## src/rtl/serial_frame_pkg.sv

```systemverilog
`default_nettype none
// ============================================================================
// Module  : serial_frame_pkg
// Brief   : Shared FSM states, frame constants and frame builder for
//           serial_frame_tx. Option macro: SERIAL_FRAME_TX_SYNC_HEADER_EN.
// Revision: 1.0 - initial release
// ============================================================================
package serial_frame_pkg;

    typedef enum logic [1:0] {
        IDLE    = 2'd0,
        HEADER  = 2'd1,
        PAYLOAD = 2'd2
    } state_t;

    localparam logic [3:0] SYNC_HDR    = 4'b1010;
    localparam logic [3:0] HDR_LEN     = 4'd4;
    localparam logic [3:0] PAYLOAD_LEN = 4'd8;

`ifdef SERIAL_FRAME_TX_SYNC_HEADER_EN
    localparam int unsigned FRAME_LEN = 32'(HDR_LEN) + 32'(PAYLOAD_LEN);
`else
    localparam int unsigned FRAME_LEN = 32'(PAYLOAD_LEN);
`endif

    // Full frame as loaded into the shifter, first bit on the line in the MSB.
    function automatic logic [FRAME_LEN-1:0] frame_word(input logic [7:0] data);
`ifdef SERIAL_FRAME_TX_SYNC_HEADER_EN
        return {SYNC_HDR, data};
`else
        return data;
`endif
    endfunction

endpackage
`default_nettype wire

```

## src/rtl/serial_frame_shreg.sv

```systemverilog
`default_nettype none
// ============================================================================
// Module  : serial_frame_shreg
// Brief   : Loadable MSB-first shift register; the MSB flop drives the line.
// Revision: 1.0 - initial release
// ============================================================================
module serial_frame_shreg #(
    parameter int WIDTH = 12
) (
    input  logic             clk,
    input  logic             rst,
    input  logic             i_load,
    input  logic             i_shift,
    input  logic [WIDTH-1:0] i_data,
    output logic             o_msb
);

    logic [WIDTH-1:0] r_q;

    // Zeros shift in behind the frame, so the line returns to 0 on its own.
    always_ff @(posedge clk) begin
        if (rst) begin
            r_q <= '0;
        end else if (i_load) begin
            r_q <= i_data;
        end else if (i_shift) begin
            r_q <= {r_q[WIDTH-2:0], 1'b0};
        end
    end

    assign o_msb = r_q[WIDTH-1];

endmodule
`default_nettype wire

```

## src/rtl/serial_frame_tx.sv

```systemverilog
`default_nettype none
// ============================================================================
// Module  : serial_frame_tx
// Brief   : Byte-in, serial-out framer with optional 1010 sync header.
//           Option macro: SERIAL_FRAME_TX_SYNC_HEADER_EN.
// Revision: 1.0 - initial release
// ============================================================================
module serial_frame_tx
    import serial_frame_pkg::*;
(
    input  logic       clk,
    input  logic       reset,
    input  logic [7:0] in_data,
    input  logic       in_valid,
    output logic       in_ready,
    output logic       out,
    output logic       busy,
    output logic       frame_done
);

`ifdef SERIAL_FRAME_TX_SYNC_HEADER_EN
    localparam state_t c_FIRST_STATE = HEADER;
`else
    localparam state_t c_FIRST_STATE = PAYLOAD;
`endif

    state_t     r_state;
    logic [3:0] r_cnt;
    logic       r_busy;
    logic       r_done;
    logic       w_xfer;
    logic       w_shift;

    assign in_ready = (r_state == IDLE);
    assign w_xfer   = in_valid && in_ready;
    assign w_shift  = !in_ready;

    always_ff @(posedge clk) begin
        if (reset) begin
            r_state <= IDLE;
            r_cnt   <= 4'd0;
            r_busy  <= 1'b0;
            r_done  <= 1'b0;
        end else begin
            r_done <= 1'b0;
            case (r_state)
                IDLE: begin
                    r_cnt <= 4'd0;
                    if (w_xfer) begin
                        r_state <= c_FIRST_STATE;
                        r_busy  <= 1'b1;
                    end
                end
`ifdef SERIAL_FRAME_TX_SYNC_HEADER_EN
                HEADER: begin
                    if (r_cnt == HDR_LEN - 4'd1) begin
                        r_state <= PAYLOAD;
                        r_cnt   <= 4'd0;
                    end else begin
                        r_cnt <= r_cnt + 4'd1;
                    end
                end
`endif
                PAYLOAD: begin
                    if (r_cnt == PAYLOAD_LEN - 4'd1) begin
                        r_state <= IDLE;
                        r_cnt   <= 4'd0;
                        r_busy  <= 1'b0;
                    end else begin
                        r_cnt <= r_cnt + 4'd1;
                        // Next edge puts bit0 on the line.
                        if (r_cnt == PAYLOAD_LEN - 4'd2) begin
                            r_done <= 1'b1;
                        end
                    end
                end
                default: begin
                    r_state <= IDLE;
                    r_cnt   <= 4'd0;
                    r_busy  <= 1'b0;
                end
            endcase
        end
    end

    serial_frame_shreg #(
        .WIDTH (FRAME_LEN)
    ) u_shreg (
        .clk     (clk),
        .rst     (reset),
        .i_load  (w_xfer),
        .i_shift (w_shift),
        .i_data  (frame_word(in_data)),
        .o_msb   (out)
    );

    assign busy       = r_busy;
    assign frame_done = r_done;

endmodule
`default_nettype wire

```

## config.mk

```make
export PLATFORM = sky130hd
export DESIGN_NAME = serial_frame_tx
export DESIGN_NICKNAME = d
export VERILOG_FILES = /design/src/rtl/serial_frame_pkg.sv /design/src/rtl/serial_frame_shreg.sv /design/src/rtl/serial_frame_tx.sv
export SDC_FILE = /design/constraint.sdc
export NUM_CORES = 1
export LEC_CHECK = 0
export CAP_MARGIN = 10
export CORE_UTILIZATION = 46
export CTS_BUF_LIST = sky130_fd_sc_hd__clkbuf_16
export DETAILED_ROUTE_END_ITERATION = 8
export GPL_TIMING_DRIVEN = 0
export PLACE_DENSITY = 0.73
export SLEW_MARGIN = 30
export SYNTH_ARGS = -nofsm -noshare
export SYNTH_HDL_FRONTEND = slang
export SYNTH_SLANG_ARGS = --single-unit
```

## constraint.sdc

```tcl
create_clock -name clk -period 1.2 [get_ports clk]
set_input_delay 0.3 -clock clk [delete_from_list [all_inputs] [get_ports clk]]
set_output_delay 0.3 -clock clk [all_outputs]
set_load 0.01 [all_outputs]
```

After elaboration in Yosys (flattened, before gate mapping)

Index checks and enable logic that the tools add are counted.

Add/sub/neg operators: 1
Equal/unequal tests: 5
Muxes and demuxes: 9
Bitwise operators: 1
Reduce and logical (&&, ||, !) cells: 4

Operators with widths:

| cell                                                                  | count |
|---|---|
| 8-bit 2-to-1 mux                                                      | 2 |
| 4-bit by 3-bit equality test with 1-bit output, second input constant | 2 |
| 4-bit by 1-bit adder with 4-bit output, second input constant         | 1 |
| 2-bit 2-to-1 mux                                                      | 2 |
| 2-bit one-hot mux with 2 select lines                                 | 1 |
| 1-bit 2-to-1 mux                                                      | 3 |
| 3-bit OR reduction                                                    | 1 |
| 2-bit equality test, second input constant                            | 1 |
| 2-bit logical NOT                                                     | 1 |
| 2-bit by 1-bit != test with 1-bit output, second input constant       | 1 |
| 2-bit != test, second input constant                                  | 1 |
| 1-bit one-hot mux with 2 select lines                                 | 1 |
| 2-bit AND reduction                                                   | 1 |
| 1-bit logical AND                                                     | 1 |
| 1-bit NOT                                                             | 1 |

Register bits after elaboration: 16
Bits of input ports: 11
Logic and storage cells: 25

Logic depth before layout (Yosys ltp)

Depth after elaboration: 4
Gate-level depth with buffers: 4
Depth with buffers taken out: 4

Hierarchy

A second synthesis with hierarchy kept.

Cell total of the unflattened synthesis: 59
Area total of the unflattened synthesis: 596.8 µm²

Modules (own cells, without submodules):

| module             | instances | cells each | area an instance (µm²) | seq. area each (µm²) |
|---|---|---|---|---|
| serial_frame_shreg | 1         | 35         | 369.1                  | 160.2 |
| serial_frame_tx    | 1         | 24         | 227.7                  | 120.1 |

Worst setup path after synthesis

No wires, ideal clock.

Kind: register to output
Start point: reg, netlist name busy
End point: out in_ready
Arrival time: 718 ps
Path slack: 182 ps
Cell stages (with the launch flop): 3
Buffers on the path: 1
Cell sequence: dfxtp_1 > inv_2 > buf_6

RTL lines:

| item             | line                  | text |
|---|---|---|
| end: declaration | serial_frame_tx.sv:15 | `output logic in_ready,` |

==> impl_results.html <==
<table>
<tr><th>Metric</th><th>Value</th></tr>
<tr><th colspan="2">Status</th></tr>
<tr><td>Result of the run</td><td>complete, no violations</td></tr>
<tr><th colspan="2">Placed design</th></tr>
<tr><td>Routability-driven placement congestion ratio</td><td>0.6287</td></tr>
<tr><td>Placed cells</td><td>86</td></tr>
<tr><td>Port Buf Inserts</td><td>12</td></tr>
<tr><td>Total cell area at the placement stage</td><td>773.2 sq um</td></tr>
<tr><td>Placed wire-length estimate after detailed placement</td><td>678.3 um</td></tr>
<tr><td>Setup WS pre-CTS</td><td>-0.3079 ns</td></tr>
<tr><th colspan="2">Power and ir drop</th></tr>
<tr><td>Worst vdd rail ir drop</td><td>976.4 uV</td></tr>
<tr><td>Static power due to leakage</td><td>0.4022 nW</td></tr>
<tr><td>Total power of the final layout</td><td>1.369 mW</td></tr>
<tr><td>Power density normalized to cell area</td><td>1511 nW/um^2</td></tr>
<tr><th colspan="2">STA</th></tr>
<tr><td>Setup total negative slack</td><td>0 ns</td></tr>
<tr><td>Final worst-path cycle share</td><td>98.28%</td></tr>
<tr><td>Worst Slack Setup Final</td><td>0.02063 ns</td></tr>
<tr><td>Worst slew pin tran</td><td>0.1638 ns</td></tr>
<tr><td>Peak clock frequency supported by timing</td><td>847.9 MHz</td></tr>
<tr><td>Final Hold Violating Endpoints</td><td>0</td></tr>
<tr><td>Count of pins over their slew limit</td><td>0</td></tr>
<tr><td>Worst relative slew slack</td><td>88.77%</td></tr>
<tr><td>Shortest period the worst path allows</td><td>1.179 ns</td></tr>
<tr><td>Hold slack final</td><td>0.2872 ns</td></tr>
<tr><td>Worst clock skew</td><td>0.003540 ns</td></tr>
<tr><td>Finish-stage setup viols</td><td>0</td></tr>
<tr><th colspan="2">Layout</th></tr>
<tr><td>Fin cells</td><td>96</td></tr>
<tr><td>Fraction of layout cells with a size suffix above 1</td><td>30.86%</td></tr>
<tr><td>Area growth from synthesis to layout</td><td>42.80%</td></tr>
<tr><td>Utilization after layout</td><td>70.50%</td></tr>
<tr><td>Final net count</td><td>96</td></tr>
<tr><td>Final non-filler cell area</td><td>905.9 sq um</td></tr>
<tr><td>Number of diodes</td><td>0</td></tr>
<tr><th colspan="2">Yosys</th></tr>
<tr><td>Mux contribution to synthesized area</td><td>12.62%</td></tr>
<tr><td>Largest family of logic cells by synthesized area</td><td>compound AO/OA/AOI/OAI gates</td></tr>
<tr><td>Number of instances in the synthesized netlist</td><td>59</td></tr>
<tr><td>Count of yosys warnings during synthesis</td><td>0</td></tr>
<tr><td>Top cells by instance count after synthesis</td><td>14 x sky130_fd_sc_hd__dfxtp_1, 13 x sky130_fd_sc_hd__nor2_1, 8 x sky130_fd_sc_hd__mux2i_1, 7 x sky130_fd_sc_hd__a211oi_2, 3 x sky130_fd_sc_hd__nand2_1</td></tr>
<tr><td>Fraction of synthesized cell area in xor and xnor cells</td><td>2.761%</td></tr>
<tr><td>Total of flip-flops plus latches after synthesis</td><td>14</td></tr>
<tr><td>Count of cell types in the netlist</td><td>17</td></tr>
<tr><td>Post-synthesis instance area</td><td>634.4 sq um</td></tr>
<tr><td>Post-synthesis area per instance</td><td>10.75 sq um</td></tr>
<tr><td>Total nets after synthesis</td><td>72</td></tr>
<tr><td>Largest area contributor in the synthesized netlist</td><td>sky130_fd_sc_hd__dfxtp_1</td></tr>
<tr><td>Post-synth ARST share</td><td>0%</td></tr>
<tr><td>Most numerous cell in the Yosys netlist</td><td>sky130_fd_sc_hd__dfxtp_1</td></tr>
<tr><td>Area fraction in compound gates after synthesis</td><td>16.17%</td></tr>
<tr><td>Share of the synthesized area in the top cell type</td><td>44.18%</td></tr>
<tr><td>Adder-cell share of the synthesized area</td><td>3.945%</td></tr>
<tr><td>Portion of the post-synthesis area used by sequential elements</td><td>44.18%</td></tr>
<tr><td>EDFF count, synth</td><td>0</td></tr>
<tr><td>Simple-gate area share of the yosys netlist</td><td>14.40%</td></tr>
<tr><td>Cell types occupying the most area after synthesis</td><td>sky130_fd_sc_hd__dfxtp_1 44%, sky130_fd_sc_hd__a211oi_2 14%, sky130_fd_sc_hd__mux2i_1 13%</td></tr>
<tr><td>Post-synth top flop</td><td>sky130_fd_sc_hd__dfxtp_1</td></tr>
<tr><th colspan="2">Global route</th></tr>
<tr><td>Met3 track demand over resource</td><td>5.202%</td></tr>
<tr><td>Maximum number of pins on one net before global-route repair</td><td>11</td></tr>
<tr><td>Overall fraction of global-route tracks in use</td><td>16.45%</td></tr>
<tr><td>Antenna violations before repair</td><td>0</td></tr>
<tr><td>Total gr overflow</td><td>0</td></tr>
<tr><td>Met2 track utilization from global routing</td><td>23.33%</td></tr>
<tr><td>Met1 global-route usage</td><td>20.07%</td></tr>
<tr><td>Vias in the first global route</td><td>392</td></tr>
<tr><td>Grt peak-use layer</td><td>met2</td></tr>
<tr><td>Wire length of the first global-routing pass</td><td>1628 um</td></tr>
<tr><th colspan="2">Drt</th></tr>
<tr><td>Iter 0 DRT Violations</td><td>4</td></tr>
<tr><td>Vias</td><td>469</td></tr>
<tr><td>DRC</td><td>0</td></tr>
<tr><td>Routed length per instance</td><td>11.20 um</td></tr>
<tr><td>Count of TritonRoute iterations in the first routing pass</td><td>4</td></tr>
<tr><td>Antenna violation net count after detailed routing</td><td>0</td></tr>
<tr><td>Vias per cell</td><td>4.885</td></tr>
<tr><td>Total Routed Length</td><td>1075 um</td></tr>
<tr><th colspan="2">Clock network</th></tr>
<tr><td>CTS tree</td><td>done</td></tr>
<tr><td>Number of levels in the clock H-tree</td><td>1</td></tr>
<tr><td>Clock Sinks</td><td>14</td></tr>
<tr><td>Number of buffers created by CTS</td><td>3</td></tr>
<tr><td>Root buffer cell</td><td>sky130_fd_sc_hd__clkbuf_16</td></tr>
<tr><td>Clk slew on worst S/H paths</td><td>0.05 ns</td></tr>
<tr><td>Insertion delay to the later sink of the worst-skew pair</td><td>0.24 ns</td></tr>
<tr><td>Clk buf depth</td><td>2</td></tr>
<tr><th colspan="2">Setup path</th></tr>
<tr><td>Worst setup SP type</td><td>register</td></tr>
<tr><td>Critical path capture point type</td><td>primary output</td></tr>
<tr><td>CP Class</td><td>register to primary output</td></tr>
<tr><td>Worst EP required</td><td>0.90 ns</td></tr>
<tr><td>CP Max Fanout</td><td>6</td></tr>
<tr><td>CP Data Arrival Time</td><td>0.88 ns</td></tr>
<tr><th colspan="2">Die</th></tr>
<tr><td>Core area</td><td>1285 sq um</td></tr>
<tr><td>Die height</td><td>39.14 um</td></tr>
<tr><td>IO Count</td><td>15</td></tr>
<tr><td>Starting utilization of the core area</td><td>49.37%</td></tr>
<tr><td>Area of the die</td><td>1532 sq um</td></tr>
<tr><td>X dimension of the die</td><td>39.14 um</td></tr>
<tr><td>Cell row count</td><td>13</td></tr>
<tr><th colspan="2">Job</th></tr>
<tr><td>MaxCap Viol Count</td><td>0</td></tr>
<tr><th colspan="2">Worst hold path</th></tr>
<tr><td>Hold Crit Class</td><td>input pin to register</td></tr>
</table>
## routing by layer
layer | wire [um] | up-vias
li1 | - | 245
met1 | 528 | 212
met2 | 496 | 10
met3 | 39 | 2
met4 | 11 | 0
met5 | 0 | -
## kinds of logic (layout without fill, tap and decap cells)
group / Yosys count / in the layout
flip-flops: 14 / 14
multiplexers: 8 / 8
adder cells (fa/ha/maj): 2 / 2
XOR/XNOR: 2 / 2
AO/OA/AOI/OAI: 8 / 8
AND/OR/NAND/NOR: 20 / 20
buffers and inverters: 5 / 27
## critical path, cell delays in order, from the launching register on
cell                      delay [ns]
sky130_fd_sc_hd__dfxtp_4        0.36
sky130_fd_sc_hd__inv_2          0.05
sky130_fd_sc_hd__buf_8          0.12
sky130_fd_sc_hd__buf_6          0.11
## cell type report
cell class | instances | area (sq um)
tap | 15 | 18.77
sequential | 14 | 284.0
multi-input combinational | 40 | 316.6
buffer | 3 | 33.78
fill | 95 | 379.1
timing repair buffer | 19 | 170.2
inverter | 2 | 7.507
clock buffer | 3 | 75.07
## timing repair
action	in CTS	in global routing
setup buffers	1	6
endpoints found under the setup margin	4	2
resized for setup	11	0
endpoints found under the hold margin	0	0
hold buffers	0	0
## final timing paths
check                                          from                          end  slack (ns)  depth (start not counted)
worst max-delay path              busy$_SDFFE_PP0P_                     in_ready        0.02                          3
worst min register to register  r_cnt[0]$_SDFF_PP0_          r_cnt[0]$_SDFF_PP0_        0.46                          1
worst max register to register  r_cnt[0]$_SDFF_PP0_          r_cnt[3]$_SDFF_PP0_        0.23                          3
worst min-delay path                          reset  u_shreg.r_q[6]$_SDFFE_PP0P_        0.29                          2
## where the power goes
group	internal (mW)	total [mW]	switching (mW)
Combinational	0.138	0.235	0.0974
Clock	0.434	0.608	0.174
Sequential	0.504	0.526	0.0216
Total	1.08	1.37	0.293
## cell usage in the layout (no fill, tap or decap)
master / Yosys / final
sky130_fd_sc_hd__a211oi_2: 7 / 7
sky130_fd_sc_hd__a21o_4: 1 / 1
sky130_fd_sc_hd__and2b_1: 1 / 1
sky130_fd_sc_hd__buf_4: 1 / 8
sky130_fd_sc_hd__buf_6: 2 / 2
sky130_fd_sc_hd__buf_8: 0 / 1
sky130_fd_sc_hd__clkbuf_16: 0 / 3
sky130_fd_sc_hd__clkdlybuf4s50_1: 0 / 8
sky130_fd_sc_hd__dfxtp_1: 14 / 13
sky130_fd_sc_hd__dfxtp_4: 0 / 1
sky130_fd_sc_hd__dlygate4sd2_1: 0 / 3
sky130_fd_sc_hd__ha_1: 2 / 2
sky130_fd_sc_hd__inv_1: 1 / 1
sky130_fd_sc_hd__inv_2: 1 / 1
sky130_fd_sc_hd__mux2i_1: 8 / 8
sky130_fd_sc_hd__nand2_1: 3 / 3
sky130_fd_sc_hd__nand2b_4: 1 / 1
sky130_fd_sc_hd__nand3_1: 1 / 1
sky130_fd_sc_hd__nor2_1: 13 / 13
sky130_fd_sc_hd__nor3_1: 1 / 1
sky130_fd_sc_hd__xnor2_1: 1 / 1
sky130_fd_sc_hd__xor2_1: 1 / 1
## flip-flops by register name (all words and copies together), names as in the netlist
register / flops
u_shreg.r_q: 8
r_cnt: 4
busy: 1
frame_done: 1
Note: power is estimated with default switching activity, not from simulation.
